===== config.mk =====
export PLATFORM = sky130hd
export DESIGN_NAME = uart_baud_sampler
export DESIGN_NICKNAME = d
export VERILOG_FILES = /design/src/rtl/uart_baud_sampler.sv
export SDC_FILE = /design/constraint.sdc
export NUM_CORES = 1
export LEC_CHECK = 0
export BUFFER_PORTS_ARGS = -buffer_cell sky130_fd_sc_hd__buf_2
export CORE_MARGIN = 5
export CORE_UTILIZATION = 56
export CTS_BUF_LIST = sky130_fd_sc_hd__clkbuf_8
export DETAILED_ROUTE_END_ITERATION = 16
export HOLD_SLACK_MARGIN = 0.05
export PLACE_DENSITY = 0.73
export SLEW_MARGIN = 5
export SYNTH_ARGS = -nofsm -noshare
export SYNTH_HDL_FRONTEND = slang
export SYNTH_SLANG_ARGS = --single-unit

===== constraint.sdc =====
create_clock -name clk -period 6.9 [get_ports clk]
set_clock_uncertainty 0.15 [all_clocks]
set_input_delay 1.38 -clock clk [delete_from_list [all_inputs] [get_ports clk]]
set_output_delay 1.38 -clock clk [all_outputs]
set_load 0.02 [all_outputs]

===== src/rtl/uart_baud_sampler.sv =====
// RX front end for uart_rx: synchronises the serial line, derives a 16x oversample
// tick from a fractional phase accumulator and majority-votes three mid-bit samples.
module uart_baud_sampler #(
  parameter int ACC_WIDTH   = 24,
  parameter int SYNC_STAGES = 2
) (
  input  logic                 clk,
  input  logic                 reset_n,
  input  logic [ACC_WIDTH-1:0] phase_inc,
  input  logic                 phase_accum_reset,
  input  logic                 rx_pin,
  output logic                 baud_tick,
  output logic                 rx_bit,
  output logic                 noise_error
);

  typedef enum logic {
    IDLE = 1'b0,
    RUN  = 1'b1
  } state_e;

  localparam logic [3:0] CNT_S7 = 4'd7;
  localparam logic [3:0] CNT_S8 = 4'd8;
  localparam logic [3:0] CNT_S9 = 4'd9;

  state_e                 state_q, state_d;
  logic [SYNC_STAGES-1:0] sync_q, sync_d;
  logic [ACC_WIDTH-1:0]   acc_q, acc_d;
  logic                   carry_q, carry_d;
  logic [3:0]             cnt_q, cnt_d;
  logic [2:0]             vote_q, vote_d;
  logic                   rx_bit_q, rx_bit_d;
  logic                   baud_tick_q, baud_tick_d;
  logic                   noise_q, noise_d;

  logic                   rx_s;
  logic                   os_tick;
  logic [ACC_WIDTH:0]     sum;

  assign rx_s    = sync_q[SYNC_STAGES-1];
  assign os_tick = carry_q && (state_q == RUN);
  assign sum     = {1'b0, acc_q} + {1'b0, phase_inc};

  always_comb begin
    // NOTE: every signal written here gets a default first, so no latch can be inferred.
    sync_d      = {sync_q[SYNC_STAGES-2:0], rx_pin};
    state_d     = state_q;
    acc_d       = acc_q;
    carry_d     = 1'b0;
    cnt_d       = cnt_q;
    vote_d      = vote_q;
    rx_bit_d    = rx_bit_q;
    baud_tick_d = 1'b0;
    noise_d     = 1'b0;

    if (phase_accum_reset) begin
      // Idle: discard any partial vote and pass the line straight through for start detection.
      state_d  = IDLE;
      acc_d    = '0;
      cnt_d    = '0;
      vote_d   = 3'b111;
      rx_bit_d = rx_s;
    end else begin
      state_d          = RUN;
      {carry_d, acc_d} = sum;
      if (os_tick) begin
        cnt_d = cnt_q + 4'd1;
        if (cnt_q == CNT_S7 || cnt_q == CNT_S8 || cnt_q == CNT_S9) begin
          vote_d = {vote_q[1:0], rx_s};
        end
        if (cnt_q == CNT_S9) begin
          // The third sample is taken live, so the vote completes in the tick cycle.
          rx_bit_d    = (vote_q[1] & vote_q[0]) | (vote_q[1] & rx_s) | (vote_q[0] & rx_s);
          baud_tick_d = 1'b1;
          noise_d     = !((vote_q[1] == vote_q[0]) && (vote_q[0] == rx_s));
        end
      end
    end
  end

  // NOTE: sequential state uses non-blocking assignments only, so every flop samples pre-edge values.
  always_ff @(posedge clk or negedge reset_n) begin
    if (!reset_n) begin
      // NOTE: the synchroniser and rx_bit reset to 1 (idle line) so reset never looks like a start bit.
      sync_q      <= '1;
      state_q     <= IDLE;
      acc_q       <= '0;
      carry_q     <= 1'b0;
      cnt_q       <= '0;
      vote_q      <= 3'b111;
      rx_bit_q    <= 1'b1;
      baud_tick_q <= 1'b0;
      noise_q     <= 1'b0;
    end else begin
      sync_q      <= sync_d;
      state_q     <= state_d;
      acc_q       <= acc_d;
      carry_q     <= carry_d;
      cnt_q       <= cnt_d;
      vote_q      <= vote_d;
      rx_bit_q    <= rx_bit_d;
      baud_tick_q <= baud_tick_d;
      noise_q     <= noise_d;
    end
  end

  assign baud_tick   = baud_tick_q;
  assign rx_bit      = rx_bit_q;
  assign noise_error = noise_q;

endmodule


==> results of run 1 <==
## synthesized netlist by cell type (2+ instances only)
master / n / share of area, %
a211o_1: 2 / 0.67
nand2b_1: 2 / 0.48
nor2b_1: 10 / 2.4
o21bai_1: 2 / 0.57
xnor2_1: 7 / 2.3
nand3_1: 10 / 1.9
o22ai_1: 2 / 0.48
nor3_1: 11 / 2.1
a21oi_1: 28 / 5.3
and2_1: 2 / 0.48
nand2_1: 19 / 2.7
dfrtp_1: 32 / 31
clkbuf_1: 5 / 0.72
o211ai_1: 2 / 0.57
nor4_1: 3 / 0.72
buf_6: 2 / 0.86
nor2_1: 34 / 4.9
ha_1: 29 / 14
a21o_1: 5 / 1.4
o21ai_0: 19 / 3.6
o21a_1: 6 / 1.7
and3_1: 2 / 0.48
o22a_1: 3 / 1.0
dfstp_2: 5 / 5.0
inv_1: 11 / 1.6
nand4_1: 3 / 0.72
o31ai_1: 2 / 0.57
a31oi_1: 2 / 0.48
o21ai_1: 2 / 0.38
or3_1: 3 / 0.72
mux2_2: 4 / 1.7
xor2_1: 6 / 2.0
## how the worst max path moves through the flow
stage | from | end | slack, ns | depth (start not counted)
after floorplan | phase_inc[0] | acc_q[22] | 3.34 | 8
after global placement | phase_inc[0] | acc_q[22] | 3.10 | 9
after detailed placement | phase_inc[0] | acc_q[22] | 3.04 | 9
after CTS | phase_inc[0] | acc_q[22] | 3.32 | 9
after global routing | phase_inc[0] | acc_q[22] | 3.22 | 9
final | phase_inc[0] | acc_q[22] | 3.31 | 9
## state kept, by name (all words and copies together), names as in the netlist, 2 cells and up
signal / count
cnt_q: 4
vote_q: 2
sync_q: 2
acc_q: 24
## metrics by stage
step                hold WS [ns]  util, %  total power (W)  instances
floorplan                  0.195        -         0.000809        295
global placement           0.195     62.8         0.000924        369
detailed placement         0.199     62.8         0.000934        369
CTS                        0.210     65.2          0.00112        377
global route               0.215     65.2          0.00122        377
finish                     0.207     65.2          0.00112        377
## cells by family (layout without fill, tap and decap cells)
logic type / after synthesis / count (layout)
AOI/OAI and AO/OA: 85 / 85
xor gates and xnor gates: 13 / 13
adders and majority gates: 30 / 30
buffers and inverters: 19 / 49
DFF: 37 / 37
muxes: 6 / 6
and+or+nand+nor: 105 / 105
## cell usage in the layout (no fill, tap or decap), types with 10 or more instances in the layout
cell type  instances
nor2b_1           10
inv_1             12
nand2_1           19
a21oi_1           28
nor2_1            34
nor3_1            11
buf_2             30
ha_1              29
dfrtp_1           32
nand3_1           10
o21ai_0           19
## cell type report
class | instances | area share [%]
timing repair buffer | 30 | 5.18
clock buffer | 5 | 2.37
sequential | 37 | 32.2
tap | 52 | 2.24
inverter | 11 | 1.42
multi-input combinational | 239 | 55.3
clock inverter | 3 | 1.34
## power groups by stage
stage	combinational, W	sequential [W]	clock (W)
CTS	0.000622	0.000313	0.000190
floorplan	0.000499	0.000310	0
global route	0.000705	0.000319	0.000199
global placement	0.000609	0.000315	0
finish	0.000626	0.000313	0.000183
detailed placement	0.000617	0.000317	0
## layer usage
layer  GRT usage [%]  share of wire (%)
met5               0                  0
met4            8.04                1.7
met3            4.69                4.9
met2            33.5                 49
met1            22.8                 44
==> metrics.cfg, run 1 <==
[global_route]
antenna_found_initial=0
grt_overflow=0
grt_max_degree=39
grt_first_pass_wirelength_um=9560
grt_use_total_pct=19.3
first_global_vias=2178

[setup_path]
worstPathArrival_ns=3.62
rrSetupSlack_ns=4.15
cp_slowest_cell=fa_1
path_buf_inv=1
r2r-end=acc_q[22]
worstRegToRegCells=8
critPathLaunchType=primary input
crit_path_end_kind=flop
critPathMaxStageDelay_ns=0.41
crit_chain=buf_2, ha_1, fa_1, a21oi_1, o211ai_1, a21oi_2, o21bai_1, a221oi_1, mux2_2
r2r-start=acc_q[0]
required_ns=6.93
path_delay_family=compound AO/OA/AOI/OAI gates
cp_max_fo=5
crit_type=primary input to flop

[layout]
fill_cells=391
seqCellArea_sq_um=932
antenna_cells=0
multi_input_area_sq_mm=0.00160
drive_above_1_share_pct=15.7
syn_to_final_growth_pct=10.5
final_nets=382
stdcell_area_sq_mm=0.00290

[logic_synthesis]
ys_async_sr_fraction_pct=100
yosysSeqAreaShare_pct=35.5
synth_compound_area_share_pct=20.2
synthSimpleGateAreaFrac_pct=19.5
synthMuxAreaShare_pct=2.53
synth-edff-count=0
synthAdderAreaFrac_pct=14.6
ys_types=52
synth_xor_area_share_pct=4.34
synthesis.nets=353
yosysWarnings=0
ys.flop_type=dfrtp_1
syn_area_sq_mm=0.00262
ys_ff_latch=37
avgSynthCellArea_sq_um=8.89
synth_top_family_by_area=compound AO/OA/AOI/OAI gates
netlist_instances=295

[timing]
worst_slack_ns=3.31
clock.fmax_mhz=279
setup_violations=0
slew_headroom_pct=44.3
slew_violations=0
min_period_ns=3.59
tns_ns=0
hold_violations=0
rsz0062_at_grt=no
final.period_utilization_pct=52.0
timing_worst_slew_pin_value_ns=0.836

[floorplan]
dieArea_sq_mm=0.00615
core_area_sq_mm=0.00444
io_pins=31
rows=24
die_h_um=78.4
die_w_um=78.4
start_util_pct=59.0

[clocking]
clockBufferDepth=2
clkSinkCount=37
post-cts-setup-buffers=0
clock_latency_ns=0.29
cts_resized=0
tritoncts=done
clock-root-buffer=clkbuf_8
numCtsBuffers=5
cts.htree.levels=2
clkTransAtPathRegs_ns=0.08
cts_hold_buf=0

[pwr]
pwr-share-comb_pct=55.8
power_density_mw_per_mm2=387
internal_power_w=0.000657
sw_frac_of_total_pct=41.4
p_seq_share_pct=27.9
p_switching_w=0.000464
power.leakage_nw=1.37
clkPwrFrac_pct=16.3
vdd_drop_max_mv=0.192

[drt]
num_vias=2239
drtAntennaViolNets=0
drt-pass1-iter-count=4
drt-total-wl_um=5580
vias_per_cell=5.94
drtIter0Drc=130
post-route-drc-count=0
wl_per_cell_um=14.8

[min_path]
min_to=sync_q[1]
hold_start=sync_q[0]
hold_depth=0
min-delay-path-class=flop to flop

[placed_design]
place.gp.congestion=0.857
dp_hpwl_um=4200
post-place-ws_ns=3.04
io_buffers=30
post_dp_cell_area_sq_mm=0.00279

[outcome]
status=complete, no violations

[job]
drv.max_cap_violation_count=0

No activity file was read; power rests on OpenSTA's default activity.
==> run 2: changes to the inputs <==
Clock period 6.9 ns to 3.4 ns, I/O delays scaled along.
==> run 2 against run 1 <==
- critical path depth unchanged
- combinational power is 100% higher
- non-clock buffer count rose by 1
- via count shrank 1.3%
- worst hold slack gained 0.0056 ns
- clock-buffer cell count is the same
- first-iteration DRC count rose by 0.77%
- critical path type unchanged
- critical endpoint unchanged
- largest cell class unchanged
==> metrics.cfg, run 2 (synthesis results as in run 1) <==
[timing]
tns_ns=0  ; unchanged
rsz0062_at_grt=no
slew_headroom_pct=44.3  ; about the same
setup_violations=0  ; unchanged
slew_violations=0  ; unchanged
min_period_ns=2.85
hold-worst-slack_ns=0.213  ; +0.00557 ns
timing_worst_slew_pin_value_ns=0.836  ; +0.000234 ns
final.period_utilization_pct=83.8
worst_slack_ns=0.549  ; -2.76 ns
clock.fmax_mhz=351
hold_violations=0  ; unchanged

[layout]
syn_to_final_growth_pct=10.0
multi_input_area_sq_mm=0.00160  ; unchanged
antenna_cells=0  ; unchanged
top_regs=acc_q: 24 flops, cnt_q: 4 flops
regMostFlops=acc_q
stdcell_area_sq_mm=0.00289  ; -0.47%
drive_above_1_share_pct=16.3  ; +0.57 points
final_cell_mix=nor2_1, dfrtp_1, buf_2, ha_1, a21oi_1
layout_commonest_cell=nor2_1
largest_register_ffs=24  ; unchanged
post-route-util_pct=64.9  ; -0.31 points
seqCellArea_sq_um=932  ; unchanged
fill_cells=383  ; -2.0%
final_nets=383  ; +0.26%

[global_route]
grt_first_pass_wirelength_um=9900  ; +3.5%
grt_overflow=0  ; unchanged
grt_max_degree=38  ; -2.6%
first_global_vias=2229  ; +2.3%
antenna_found_initial=0  ; unchanged
grt_use_total_pct=19.9  ; +0.67 points

[drt]
post-route-drc-count=0  ; unchanged
drtIter0Drc=131  ; +0.77%
drt-pass1-iter-count=4  ; unchanged
drt-total-wl_um=5670  ; +1.7%
num_vias=2210  ; -1.3%
vias_per_cell=5.85  ; -1.6%
wl_per_cell_um=15.0  ; +1.4%
drtAntennaViolNets=0  ; unchanged

[clocking]
clock_latency_ns=0.29  ; about the same
clkSinkCount=37  ; unchanged
cts_resized=0  ; unchanged
numCtsBuffers=5  ; unchanged
cts_hold_buf=0  ; unchanged
clockBufferDepth=2  ; unchanged
tritoncts=done
clkTransAtPathRegs_ns=0.08  ; about the same
cts.htree.levels=2  ; unchanged
clock-root-buffer=clkbuf_8
post-cts-setup-buffers=0  ; unchanged

[floorplan]
io_pins=31  ; unchanged
die_w_um=78.4  ; unchanged
dieArea_sq_mm=0.00615  ; unchanged
start_util_pct=59.0  ; unchanged
rows=24  ; unchanged
die_h_um=78.4  ; unchanged
core_area_sq_mm=0.00444  ; unchanged

[setup_path]
crit_path_end_kind=flop
worstPathArrival_ns=2.88  ; -0.74 ns
crit_type=primary input to flop
cp_max_fo=5  ; unchanged
rrSetupSlack_ns=0.67  ; -3.48 ns
critPathLaunchType=primary input
required_ns=3.43  ; -3.50 ns
worstRegToRegCells=8  ; unchanged

[pwr]
power_density_mw_per_mm2=765  ; +98%
vdd_drop_max_mv=0.371  ; +93%
power.leakage_nw=1.36  ; -0.77%

[placed_design]
dp_hpwl_um=4150  ; -1.2%
post_dp_cell_area_sq_mm=0.00280  ; +0.27%
place.gp.congestion=0.870  ; +1.6%
post-place-ws_ns=0.245  ; -2.79 ns
io_buffers=30  ; unchanged

[min_path]
hold_depth=0  ; unchanged
min-delay-path-class=flop to flop

[outcome]
status=complete, no violations

[job]
drv.max_cap_violation_count=0  ; unchanged

==> run 2: final timing paths <==
| path | from | end |
|---|---|---|
| worst max register to register | acc_q[0] | acc_q[22] |
| worst max-delay path | phase_inc[0] | acc_q[22] |
| worst min register to register | sync_q[0] | sync_q[1] |
| max in group asynchronous | reset_n | acc_q[16] |
| min in group asynchronous | reset_n | acc_q[4] |
| worst min-delay path | sync_q[0] | sync_q[1] |
==> run 2: worst max-delay path: stages <==
cell,delay (ns)
buf_2,0.10
ha_1,0.21
fa_1,0.41
a21oi_1,0.21
o211ai_1,0.15
a21oi_2,0.28
o21bai_1,0.14
a221oi_1,0.33
mux2_2,0.37
==> run 2: final cells by class <==
class	count	share of cell area, %
inverters	11	1.43
well taps	52	2.25
repair buffers	31	5.46
clock inverters	3	0.607
multi-input cells	239	55.6
clock buffers	5	2.39
flip-flops and latches	37	32.3
==> run 2: layer usage <==
metal / global-route usage (%) / part of all wire (%) / up-vias
met5: 0 / 0 / -
met4: 8.22 / 2.0 / 0
met3: 4.46 / 3.9 / 11
met2: 33.9 / 50 / 43
met1: 24.5 / 44 / 1029
li1: - / - / 1127
==> run 2: metrics by stage <==
stage | power, W | std cells
floorplan | 0.00164 | 295
global placement | 0.00187 | 370
detailed placement | 0.00189 | 370
CTS | 0.00222 | 378
global route | 0.00242 | 378
finish | 0.00221 | 378
==> run 2: power by group <==
part	internal [W]	total, W	leakage [nW]	switching (W)
clock	0.000142	0.000310	0.0439	0.000169
sequential	0.000581	0.000636	0.470	0.0000550
combinational	0.000540	0.00126	0.846	0.000720
total	0.00126	0.00221	1.36	0.000944
